<file path="src/rtl/uart_pkg.sv">
// rtl/uart_pkg.sv - shared UART definitions: FSM state encoding, parity modes, defaults
package uart_pkg;

    // Transmitter FSM state encoding.
    typedef enum logic [2:0] {
        ST_IDLE   = 3'd0,
        ST_START  = 3'd1,
        ST_DATA   = 3'd2,
        ST_PARITY = 3'd3,
        ST_STOP   = 3'd4
    } tx_state_t;

    // i_parity_mode encodings; 2'b11 is treated as no parity.
    localparam logic [1:0] PAR_NONE = 2'b00;
    localparam logic [1:0] PAR_EVEN = 2'b01;
    localparam logic [1:0] PAR_ODD  = 2'b10;

    localparam int DEFAULT_OVERSAMPLE = 16;

endpackage

</file>
<file path="src/rtl/uart_tx_frame.sv">
// rtl/uart_tx_frame.sv - parametrised UART transmitter with one-entry holding register
//
// Sends start, NBITS data bits LSB first, optional parity, STOP_BITS stop bits.
// Bit timing is OVERSAMPLE ticks of i_baud_rate per bit. A holding register
// lets the next frame start immediately after the last stop bit.
//
// Build option: UART_TX_PARITY_EN compiles in the PARITY state and parity
// logic; without it i_parity_mode is ignored and frames carry no parity bit.
//
// Ports:
//   clk            system clock, rising edge
//   rst            asynchronous active-low reset
//   i_baud_rate    one-cycle tick at OVERSAMPLE x baud
//   i_tx_start     load i_data / i_parity_mode into the holding register
//   i_data         frame payload
//   i_parity_mode  00 none, 01 even, 10 odd, 11 none
//   o_tx_ready     holding register empty
//   o_tx_busy      a frame is on the line
//   o_tx_done      one-cycle pulse at the end of the last stop bit
//   o_tx           serial line, idles high
module uart_tx_frame
    import uart_pkg::*;
#(
    parameter int NBITS      = 8,
    parameter int OVERSAMPLE = DEFAULT_OVERSAMPLE,
    parameter int STOP_BITS  = 1
) (
    input  logic             clk,
    input  logic             rst,
    input  logic             i_baud_rate,
    input  logic             i_tx_start,
    input  logic [NBITS-1:0] i_data,
    input  logic [1:0]       i_parity_mode,
    output logic             o_tx_ready,
    output logic             o_tx_busy,
    output logic             o_tx_done,
    output logic             o_tx
);

    localparam int TW = $clog2(OVERSAMPLE);
    localparam int BW = $clog2(NBITS);

    localparam logic [TW-1:0] TICK_LAST = TW'(OVERSAMPLE - 1);
    localparam logic [BW-1:0] DATA_LAST = BW'(NBITS - 1);
    localparam logic [BW-1:0] STOP_LAST = BW'(STOP_BITS - 1);

    tx_state_t        state, state_n;
    logic [TW-1:0]    tick_cnt, tick_n;
    logic [BW-1:0]    bit_cnt, bit_n;
    logic [NBITS-1:0] shift_reg, shift_n;
    logic [NBITS-1:0] hold_data, hold_data_n;
    logic             hold_valid, hold_valid_n;
    logic             done_n;
    logic             line_n;
    logic             bit_end;
    logic             load;

`ifdef UART_TX_PARITY_EN
    logic [1:0]       hold_mode, hold_mode_n;
    logic             par_bit, par_bit_n;
    logic             par_en, par_en_n;
`else
    logic             unused_parity_mode;
    assign unused_parity_mode = ^i_parity_mode;
`endif

    always_comb begin
        state_n      = state;
        tick_n       = tick_cnt;
        bit_n        = bit_cnt;
        shift_n      = shift_reg;
        hold_data_n  = hold_data;
        hold_valid_n = hold_valid;
        done_n       = 1'b0;
        load         = 1'b0;
        line_n       = 1'b1;
`ifdef UART_TX_PARITY_EN
        hold_mode_n  = hold_mode;
        par_bit_n    = par_bit;
        par_en_n     = par_en;
`endif

        bit_end = i_baud_rate && (tick_cnt == TICK_LAST);

        if (state != ST_IDLE && i_baud_rate) begin
            tick_n = bit_end ? '0 : tick_cnt + 1'b1;
        end

        case (state)
            ST_IDLE: begin
                if (hold_valid) begin
                    load = 1'b1;
                end
            end
            ST_START: begin
                if (bit_end) begin
                    state_n = ST_DATA;
                end
            end
            ST_DATA: begin
                if (bit_end) begin
                    shift_n = shift_reg >> 1;
                    if (bit_cnt == DATA_LAST) begin
                        bit_n = '0;
`ifdef UART_TX_PARITY_EN
                        state_n = par_en ? ST_PARITY : ST_STOP;
`else
                        state_n = ST_STOP;
`endif
                    end else begin
                        bit_n = bit_cnt + 1'b1;
                    end
                end
            end
`ifdef UART_TX_PARITY_EN
            ST_PARITY: begin
                if (bit_end) begin
                    state_n = ST_STOP;
                end
            end
`endif
            ST_STOP: begin
                if (bit_end) begin
                    if (bit_cnt == STOP_LAST) begin
                        done_n = 1'b1;
                        bit_n  = '0;
                        // A pending frame starts on this very edge: no idle gap.
                        if (hold_valid) begin
                            load = 1'b1;
                        end else begin
                            state_n = ST_IDLE;
                        end
                    end else begin
                        bit_n = bit_cnt + 1'b1;
                    end
                end
            end
            default: begin
                state_n = ST_IDLE;
            end
        endcase

        if (load) begin
            state_n      = ST_START;
            shift_n      = hold_data;
            hold_valid_n = 1'b0;
            tick_n       = '0;
            bit_n        = '0;
`ifdef UART_TX_PARITY_EN
            par_en_n  = (hold_mode == PAR_EVEN) || (hold_mode == PAR_ODD);
            par_bit_n = (hold_mode == PAR_ODD) ? ~^hold_data : ^hold_data;
`endif
        end

        // Ready is low whenever hold_valid is set, so accept never collides
        // with a load of the holding register into the shifter.
        if (i_tx_start && o_tx_ready) begin
            hold_data_n  = i_data;
            hold_valid_n = 1'b1;
`ifdef UART_TX_PARITY_EN
            hold_mode_n  = i_parity_mode;
`endif
        end

        case (state_n)
            ST_START:  line_n = 1'b0;
            ST_DATA:   line_n = shift_n[0];
`ifdef UART_TX_PARITY_EN
            ST_PARITY: line_n = par_bit_n;
`endif
            default:   line_n = 1'b1;
        endcase
    end

    always_ff @(posedge clk or negedge rst) begin
        if (!rst) begin
            state      <= ST_IDLE;
            tick_cnt   <= '0;
            bit_cnt    <= '0;
            shift_reg  <= '0;
            hold_data  <= '0;
            hold_valid <= 1'b0;
            o_tx       <= 1'b1;
            o_tx_ready <= 1'b1;
            o_tx_busy  <= 1'b0;
            o_tx_done  <= 1'b0;
`ifdef UART_TX_PARITY_EN
            hold_mode  <= PAR_NONE;
            par_bit    <= 1'b0;
            par_en     <= 1'b0;
`endif
        end else begin
            state      <= state_n;
            tick_cnt   <= tick_n;
            bit_cnt    <= bit_n;
            shift_reg  <= shift_n;
            hold_data  <= hold_data_n;
            hold_valid <= hold_valid_n;
            o_tx       <= line_n;
            o_tx_ready <= ~hold_valid_n;
            o_tx_busy  <= (state_n != ST_IDLE);
            o_tx_done  <= done_n;
`ifdef UART_TX_PARITY_EN
            hold_mode  <= hold_mode_n;
            par_bit    <= par_bit_n;
            par_en     <= par_en_n;
`endif
        end
    end

endmodule

</file>
<file path="config.mk">
export PLATFORM = sky130hd
export DESIGN_NAME = uart_tx_frame
export DESIGN_NICKNAME = d
export VERILOG_FILES = /design/src/rtl/uart_pkg.sv /design/src/rtl/uart_tx_frame.sv
export SDC_FILE = /design/constraint.sdc
export NUM_CORES = 1
export LEC_CHECK = 0
export CAP_MARGIN = 5
export CORE_ASPECT_RATIO = 0.5
export CORE_MARGIN = 4
export CORE_UTILIZATION = 35
export CTS_BUF_LIST = sky130_fd_sc_hd__clkbuf_8
export DETAILED_ROUTE_END_ITERATION = 16
export PLACE_DENSITY_LB_ADDON = 0.05
export SYNTH_ARGS = -nofsm -noshare
export SYNTH_HDL_FRONTEND = slang
export SYNTH_SLANG_ARGS = --single-unit
export TNS_END_PERCENT = 30
</file>
<file path="constraint.sdc">
create_clock -name clk -period 2.2 [get_ports clk]
set_clock_uncertainty 0.1 [all_clocks]
set_input_delay 0.55 -clock clk [delete_from_list [all_inputs] [get_ports clk]]
set_output_delay 0.55 -clock clk [all_outputs]
set_load 0.02 [all_outputs]
</file>
==> results of run 1 <==
[where the power goes]
part           leakage, nW  switching, mW  internal [mW]
sequential           0.373          0.172          0.829
clock               0.0612          0.214          0.366
combinational        0.391          0.407          0.462
total                0.825          0.793           1.66
[logic make-up after synthesis]
family	after synthesis	synth area share (%)
mux	13	9.43
buf+inv	9	3.54
compound gates	29	16.2
fa+ha+maj	4	3.37
flops	31	52.4
simple gates	34	14.6
xor+xnor	1	0.589
[worst register-to-register path: stages (launching register included)]
cell and delay, ns:
sky130_fd_sc_hd__dfrtp_1 0.38, sky130_fd_sc_hd__inv_1 0.09, sky130_fd_sc_hd__ha_1 0.20, sky130_fd_sc_hd__nor2b_1 0.38
sky130_fd_sc_hd__a31o_2 0.26, sky130_fd_sc_hd__a22oi_1 0.11, sky130_fd_sc_hd__or3_1 0.33
[synth_stat cells, types with 2 or more instances]
master                    number  area share (%)
sky130_fd_sc_hd__dfrtp_1      29              49
sky130_fd_sc_hd__mux2_2        8             6.1
sky130_fd_sc_hd__and3_1        7             2.9
sky130_fd_sc_hd__a221o_1       6             4.0
sky130_fd_sc_hd__inv_1         6             1.5
sky130_fd_sc_hd__nor2_1        6             1.5
sky130_fd_sc_hd__mux2i_1       5             3.4
sky130_fd_sc_hd__ha_1          4             3.4
sky130_fd_sc_hd__nand2_1       4             1.0
sky130_fd_sc_hd__nand3_1       4             1.3
sky130_fd_sc_hd__o21ai_0       4             1.3
sky130_fd_sc_hd__a21oi_1       3             1.0
sky130_fd_sc_hd__buf_6         2             1.5
sky130_fd_sc_hd__dfstp_2       2             3.5
sky130_fd_sc_hd__o21a_1        2             1.0
sky130_fd_sc_hd__o31ai_1       2             1.0
sky130_fd_sc_hd__or3_1         2            0.84
[path summary, 6_finish.rpt]
| path | to | slack, ns | cells after the start |
|---|---|---|---|
| min reg2reg | shift_reg[0]$_DFF_PN0_ | 0.41 | 2 |
| min | shift_reg[0]$_DFF_PN0_ | 0.41 | 2 |
| max in group asynchronous | o_tx$_DFF_PN1_ | 1.12 | 2 |
| min in group asynchronous | tick_cnt[0]$_DFFE_PN0P_ | 0.56 | 2 |
| max reg2reg | o_tx_busy$_DFF_PN0_ | 0.23 | 6 |
| max | o_tx_ready | 0.15 | 1 |
[area by class of cell]
class,count,area [um^2]
clock inverter,2,35.0
fill,401,2110
sequential,31,778
inverter,6,22.5
clock buffer,6,82.6
tap,54,67.6
timing repair buffer,27,253
multi-input combinational,81,656
[layer usage]
metal / GRT usage [%] / up-vias / part of all wire (%)
li1: - / 514 / -
met1: 16.6 / 510 / 52
met2: 18.6 / 15 / 41
met3: 4.79 / 5 / 5.2
met4: 4.70 / 0 / 1.0
met5: 0 / - / 0
[metrics by stage]
step,hold WS (ns),util (%),setup slack [ns]
after floorplan,0.154,-,0.383
after global placement,0.391,44.4,-0.108
after detailed placement,0.390,44.4,-0.0813
after CTS,0.411,47.3,0.128
after global routing,0.430,47.3,0.0950
final,0.409,47.3,0.147
==> metrics.log, run 1 <==
[metrics] status: finished, final reports clean
[metrics] number of core rows: 16
[metrics] maxcap violations: 0
[metrics] filler-free cell count of the finished design: 207
[metrics] Unique masters post-synth: 42
[metrics] Final Routed Wirelength: 2.96 mm
[metrics] start of the worst register-to-register path: bit_cnt[0]$_DFFE_PN0P_
[metrics] number of vias in the routed layout: 1044
[metrics] count of flip-flops with a built-in enable after synthesis: 0
[metrics] beginning of the critical path: o_tx_ready$_DFF_PN1_
[metrics] CTS clock-pin slew for the worst setup and hold paths: 0.07 ns
[metrics] height of the die: 54.1 um
[metrics] share of cells above drive strength 1: 27.5%
[metrics] data required time at the worst endpoint: 1.55 ns
[metrics] master cell of the clock root buffer: sky130_fd_sc_hd__clkbuf_8
[metrics] wire length per cell after detailed routing: 14.3 um
[metrics] total number of nets in the final design: 170
[metrics] number of input and output port buffers inserted: 15
[metrics] via count of the first global-routing pass: 1049
[metrics] classification of the worst setup path: reg -> out
[metrics] sequential element share of the synthesized area: 52.4%
[metrics] Pleak: 0.825 nW
[metrics] kind of cell with the highest combined delay on the critical path: buffers and inverters
[metrics] maximum achievable frequency: 487 MHz
[metrics] combined buffer and inverter count along the critical path: 1
[metrics] slowest stage cell, crit path: sky130_fd_sc_hd__clkdlybuf4s50_1
[metrics] via/cell ratio: 5.04
[metrics] ratio of total power to cell area: 1290 nW/um^2
[metrics] Resized cells post-CTS: 0
[metrics] class of the worst hold path: reg -> reg
[metrics] level count of the clock H-tree: 2
[metrics] most common library cell in the layout ignoring fill and taps: sky130_fd_sc_hd__dfrtp_1
[metrics] net count after synthesis: 139
[metrics] clk buf depth: 2
[metrics] total non-filler cell area in the finished layout: 1890 um^2
[metrics] clock insertion delay at the later pin of the skew report: 0.28 ns
[metrics] Worst Max-Slew Pin Slew: 0.751 ns
[metrics] worst endpoint data arrival time: 1.40 ns
[metrics] Placed Cells incl. Taps: 199
[metrics] number of diodes: 0
[metrics] Die W: 100 um
[metrics] count of synthesis-stage warnings from yosys: 0
[metrics] pin count of the biggest net entering global routing: 32
[metrics] number of setup violations in the final report: 0
[metrics] number of hold violations in the final report: 0
[metrics] count of routing violations after the opening detailed-route iteration: 30
[metrics] global routing usage summed across all routing layers: 12.5%
[metrics] post-CTS repair timing setup buffer count: 0
[metrics] nature of the critical path startpoint: register
[metrics] number of antenna violations at the first check in global routing: 0
[metrics] effective utilization at floorplan: 37.1%
[metrics] first-pass iteration count of the detailed router: 4
[metrics] clock buffer count from CTS: 5
[metrics] number of pins exceeding their max-slew limit in the final report: 0
[metrics] CP max stage delay: 0.60 ns
[metrics] number of cells produced by synthesis: 121
[metrics] commonest cells after routing, fill and taps aside: sky130_fd_sc_hd__dfrtp_1 (29), sky130_fd_sc_hd__clkdlybuf4s50_1 (15), sky130_fd_sc_hd__buf_4 (11), sky130_fd_sc_hd__mux2_2 (8), sky130_fd_sc_hd__and3_1 (7)
[metrics] count of boundary I/O pins: 18
[metrics] DRC violations left: 0
[metrics] share of the clock period used by the worst path: 93.3%
[metrics] remaining max-slew budget at the tightest pin: 49.5%
[metrics] Worst Setup End Kind: output port
[metrics] area after detailed placement: 1780 um^2
[metrics] number of clock sinks seen by CTS: 31
[metrics] Power, Total: 2.45 mW
[metrics] cell breakdown of the critical path: clkdlybuf4s50_1
[metrics] first-pass GRT wire length: 5.00 mm
[metrics] top_reg_cell synth: sky130_fd_sc_hd__dfrtp_1
[metrics] Overflow after GRT: 0
[metrics] ys async rst share: 100%
[metrics] per-instance average area after synthesis: 12.3 um^2
[metrics] setup repair after global routing missed its margin: no
[metrics] routability cong.: 0.737
[metrics] worst ir drop on vdd: 0.000464 V
[metrics] Post-Route Setup TNS: 0 ns
[metrics] count of antenna-violating nets left after detailed routing: 0
[metrics] floorplan die area: 5420 um^2
[metrics] launch point of the worst hold path: hold_data[0]$_DFFE_PN0P_
[metrics] post-route minimum period: 2.05 ns
[metrics] sum of net half-perimeters after detailed placement: 2.09 mm
[metrics] synth-to-layout area growth: 27.4%
[metrics] register bit total from synthesis: 31
[metrics] hold bufs inserted after CTS: 0
[metrics] TritonCTS clock tree: built
[metrics] area of the mapped netlist: 1490 um^2
[metrics] placeable core area: 4000 um^2
[metrics] highest net fanout along the worst path: 2
No activity file was read; power rests on OpenSTA's default activity.
==> run 2, diff against run 1 <==
--- a/config.mk
+++ b/config.mk
@@ -10,6 +10,7 @@
 export CORE_MARGIN = 4
 export CORE_UTILIZATION = 35
 export CTS_BUF_LIST = sky130_fd_sc_hd__clkbuf_8
+export CTS_CLUSTER_DIAMETER = 150
 export DETAILED_ROUTE_END_ITERATION = 16
 export PLACE_DENSITY_LB_ADDON = 0.05
 export SYNTH_ARGS = -nofsm -noshare
==> results of run 2 <==
Same layout as run 1: the final DEF is identical, and so are final timing and power.
==> run 3, diff against run 2 <==
--- a/config.mk
+++ b/config.mk
@@ -12,7 +12,7 @@
 export CTS_BUF_LIST = sky130_fd_sc_hd__clkbuf_8
 export CTS_CLUSTER_DIAMETER = 150
 export DETAILED_ROUTE_END_ITERATION = 16
-export PLACE_DENSITY_LB_ADDON = 0.05
+export PLACE_DENSITY_LB_ADDON = 0.08
 export SYNTH_ARGS = -nofsm -noshare
 export SYNTH_HDL_FRONTEND = slang
 export SYNTH_SLANG_ARGS = --single-unit
==> metrics.log, run 3 (synthesis results as in run 1) <==
[metrics] status: finished, final reports clean
[metrics] wire length per cell after detailed routing: 14.4 um (+0.95%)
[metrics] most common library cell in the layout ignoring fill and taps: sky130_fd_sc_hd__dfrtp_1
[metrics] number of antenna violations at the first check in global routing: 0 (unchanged)
[metrics] number of core rows: 16 (unchanged)
[metrics] commonest cells after routing, fill and taps aside: sky130_fd_sc_hd__dfrtp_1 (29), sky130_fd_sc_hd__clkdlybuf4s50_1 (15), sky130_fd_sc_hd__buf_4 (11), sky130_fd_sc_hd__mux2_2 (8)
[metrics] pin count of the biggest net entering global routing: 32 (unchanged)
[metrics] met2 global-route usage: 18.0% (-0.66 points)
[metrics] area after detailed placement: 1780 um^2 (unchanged)
[metrics] met3 track demand over resource: 5.05% (+0.26 points)
[metrics] Logic pwr share: 34.2% (-1.3 points)
[metrics] global routing usage summed across all routing layers: 12.5% (-0.036 points)
[metrics] placeable core area: 4000 um^2 (unchanged)
[metrics] RR Endpoint: o_tx_busy$_DFF_PN0_
[metrics] first-pass GRT wire length: 4.94 mm (-1.2%)
[metrics] Int Pwr: 1.74 mW (+5.0%)
[metrics] met1 layer usage reported by global route: 16.5% (-0.026 points)
[metrics] first-pass iteration count of the detailed router: 4 (unchanged)
[metrics] Worst Setup End Kind: output port
[metrics] number of pins exceeding their max-slew limit in the final report: 0 (unchanged)
[metrics] level count of the clock H-tree: 2 (unchanged)
[metrics] combined buffer and inverter count along the critical path: 1 (unchanged)
[metrics] Worst Max-Slew Pin Slew: 0.714 ns (-0.0369 ns)
[metrics] CTS clock-pin slew for the worst setup and hold paths: 0.07 ns (about the same)
[metrics] share of the clock period used by the worst path: 93.8% (+0.48 points)
[metrics] post-CTS repair timing setup buffer count: 0 (unchanged)
[metrics] total of fill cells in the finished design: 386 (-3.7%)
[metrics] launch point of the worst hold path: hold_data[7]$_DFFE_PN0P_
[metrics] count of routing violations after the opening detailed-route iteration: 35 (+17%)
[metrics] Pleak: 0.833 nW (+1.0%)
[metrics] class of the worst hold path: reg -> reg
[metrics] Die W: 100 um (unchanged)
[metrics] highest net fanout along the worst path: 2 (unchanged)
[metrics] floorplan die area: 5420 um^2 (unchanged)
[metrics] Power, Total: 2.54 mW (+3.7%)
[metrics] proportion of total power due to net switching: 31.5% (-0.82 points)
[metrics] share of cells above drive strength 1: 26.8% (-0.65 points)
[metrics] synth-to-layout area growth: 28.5%
[metrics] effective utilization at floorplan: 37.1% (unchanged)
[metrics] sum of net half-perimeters after detailed placement: 2.09 mm (about the same)
[metrics] clk buf depth: 2 (unchanged)
[metrics] clock buffer count from CTS: 5 (unchanged)
[metrics] DRC violations left: 0 (unchanged)
[metrics] routability cong.: 0.790 (+7.2%)
[metrics] master cell of the clock root buffer: sky130_fd_sc_hd__clkbuf_8
[metrics] number of clock sinks seen by CTS: 31 (unchanged)
[metrics] count of antenna-violating nets left after detailed routing: 0 (unchanged)
[metrics] kind of cell with the highest combined delay on the critical path: buffers and inverters
[metrics] classification of the worst setup path: reg -> out
[metrics] ratio of total power to cell area: 1330 nW/um^2 (+2.9%)
[metrics] clock group share of total power: 26.2% (+2.5 points)
[metrics] worst ir drop on vdd: 0.000529 V (+14%)
[metrics] cell breakdown of the critical path: clkdlybuf4s50_1
[metrics] height of the die: 54.1 um (unchanged)
[metrics] number of setup violations in the final report: 0 (unchanged)
[metrics] via/cell ratio: 5.08 (+0.67%)
[metrics] CP max stage delay: 0.61 ns (about the same)
[metrics] Resized cells post-CTS: 0 (unchanged)
[metrics] net switching power: 0.801 mW (+1.1%)
[metrics] busiest layer in global routing: met2
[metrics] count of boundary I/O pins: 18 (unchanged)
[metrics] maximum achievable frequency: 485 MHz (-0.51%)
[metrics] remaining max-slew budget at the tightest pin: 52.0% (+2.5 points)
[metrics] R2R depth: 6 (unchanged)
[metrics] via count of the first global-routing pass: 1015 (-3.2%)
[metrics] data required time at the worst endpoint: 1.55 ns (about the same)
[metrics] setup repair after global routing missed its margin: no
[metrics] slowest stage cell, crit path: sky130_fd_sc_hd__clkdlybuf4s50_1
[metrics] maxcap violations: 0 (unchanged)
[metrics] number of hold violations in the final report: 0 (unchanged)
[metrics] Final Routed Wirelength: 2.99 mm (+0.95%)
[metrics] Hold Path Depth: 2 (unchanged)
[metrics] utilization after layout: 47.7% (+0.37 points)
[metrics] hold bufs inserted after CTS: 0 (unchanged)
[metrics] TritonCTS clock tree: built
[metrics] number of vias in the routed layout: 1051 (+0.67%)
[metrics] number of input and output port buffers inserted: 15 (unchanged)
[metrics] nature of the critical path startpoint: register
[metrics] worst endpoint data arrival time: 1.41 ns (about the same)
[metrics] Worst Hold Endpoint: shift_reg[7]$_DFFE_PN0P_
[metrics] total number of nets in the final design: 170 (unchanged)
[metrics] worst reg-to-reg setup slack: 0.25 ns (+0.02 ns)
[metrics] Overflow after GRT: 0 (unchanged)
[metrics] start of the worst register-to-register path: bit_cnt[0]$_DFFE_PN0P_
[metrics] relative contribution of sequential cells to total power: 39.6% (-1.3 points)
[metrics] clock insertion delay at the later pin of the skew report: 0.28 ns (about the same)
[metrics] post-route minimum period: 2.06 ns (+0.0105 ns)
[metrics] number of diodes: 0 (unchanged)
[metrics] total non-filler cell area in the finished layout: 1910 um^2 (+0.79%)
## run 3: metal layers
metal,vias to the layer above,part of all wire (%)
li1,516,-
met1,517,53
met2,14,42
met3,4,3.8
met4,0,0.84
met5,-,0
## run 3: how the worst max path moves through the flow
stage                                        from                       end  slack [ns]  cells past startpoint
after detailed placement              i_baud_rate       o_tx_busy$_DFF_PN0_       -0.10                      5
after global routing                  i_baud_rate       o_tx_busy$_DFF_PN0_        0.08                      5
after global placement                i_baud_rate       o_tx_busy$_DFF_PN0_       -0.09                      5
final                        o_tx_ready$_DFF_PN1_                o_tx_ready        0.14                      1
after floorplan           tick_cnt[0]$_DFFE_PN0P_  shift_reg[1]$_DFFE_PN0P_        0.38                      7
after CTS                    o_tx_ready$_DFF_PN1_                o_tx_ready        0.12                      1
## run 3: worst min-delay path, stage by stage (launching register included)
cell and delay, ns:
sky130_fd_sc_hd__dfrtp_1 0.34, sky130_fd_sc_hd__nand3_1 0.06, sky130_fd_sc_hd__o31ai_1 0.07
## run 3: final cells by class
type	instances	area (um^2)	share of cell area, %
Clock buffer	5	68.8	3.60
Inverter	6	22.5	1.18
Multi-Input combinational cell	81	656	34.3
Timing Repair Buffer	27	253	13.2
Sequential cell	31	778	40.8
Clock inverter	3	63.8	3.34
Tap cell	54	67.6	3.54
## run 3: through the flow
step	setup TNS, ns	instances	setup slack [ns]	hold slack [ns]
finish	0	207	0.137	0.407
global placement	-0.387	199	-0.0945	0.389
floorplan	0	121	0.383	0.154
detailed placement	-0.435	199	-0.102	0.391
global route	0	207	0.0752	0.425
CTS	0	207	0.124	0.411
## run 3: power by group through the flow
| stage | combinational (mW) | clock, mW | sequential (mW) |
|---|---|---|---|
| finish | 0.869 | 0.665 | 1.01 |
| global route | 0.969 | 0.706 | 1.03 |
| CTS | 0.883 | 0.682 | 1.00 |
| detailed placement | 0.876 | 0 | 1.01 |
| global placement | 0.861 | 0 | 1.01 |
| floorplan | 0.582 | 0 | 0.998 |
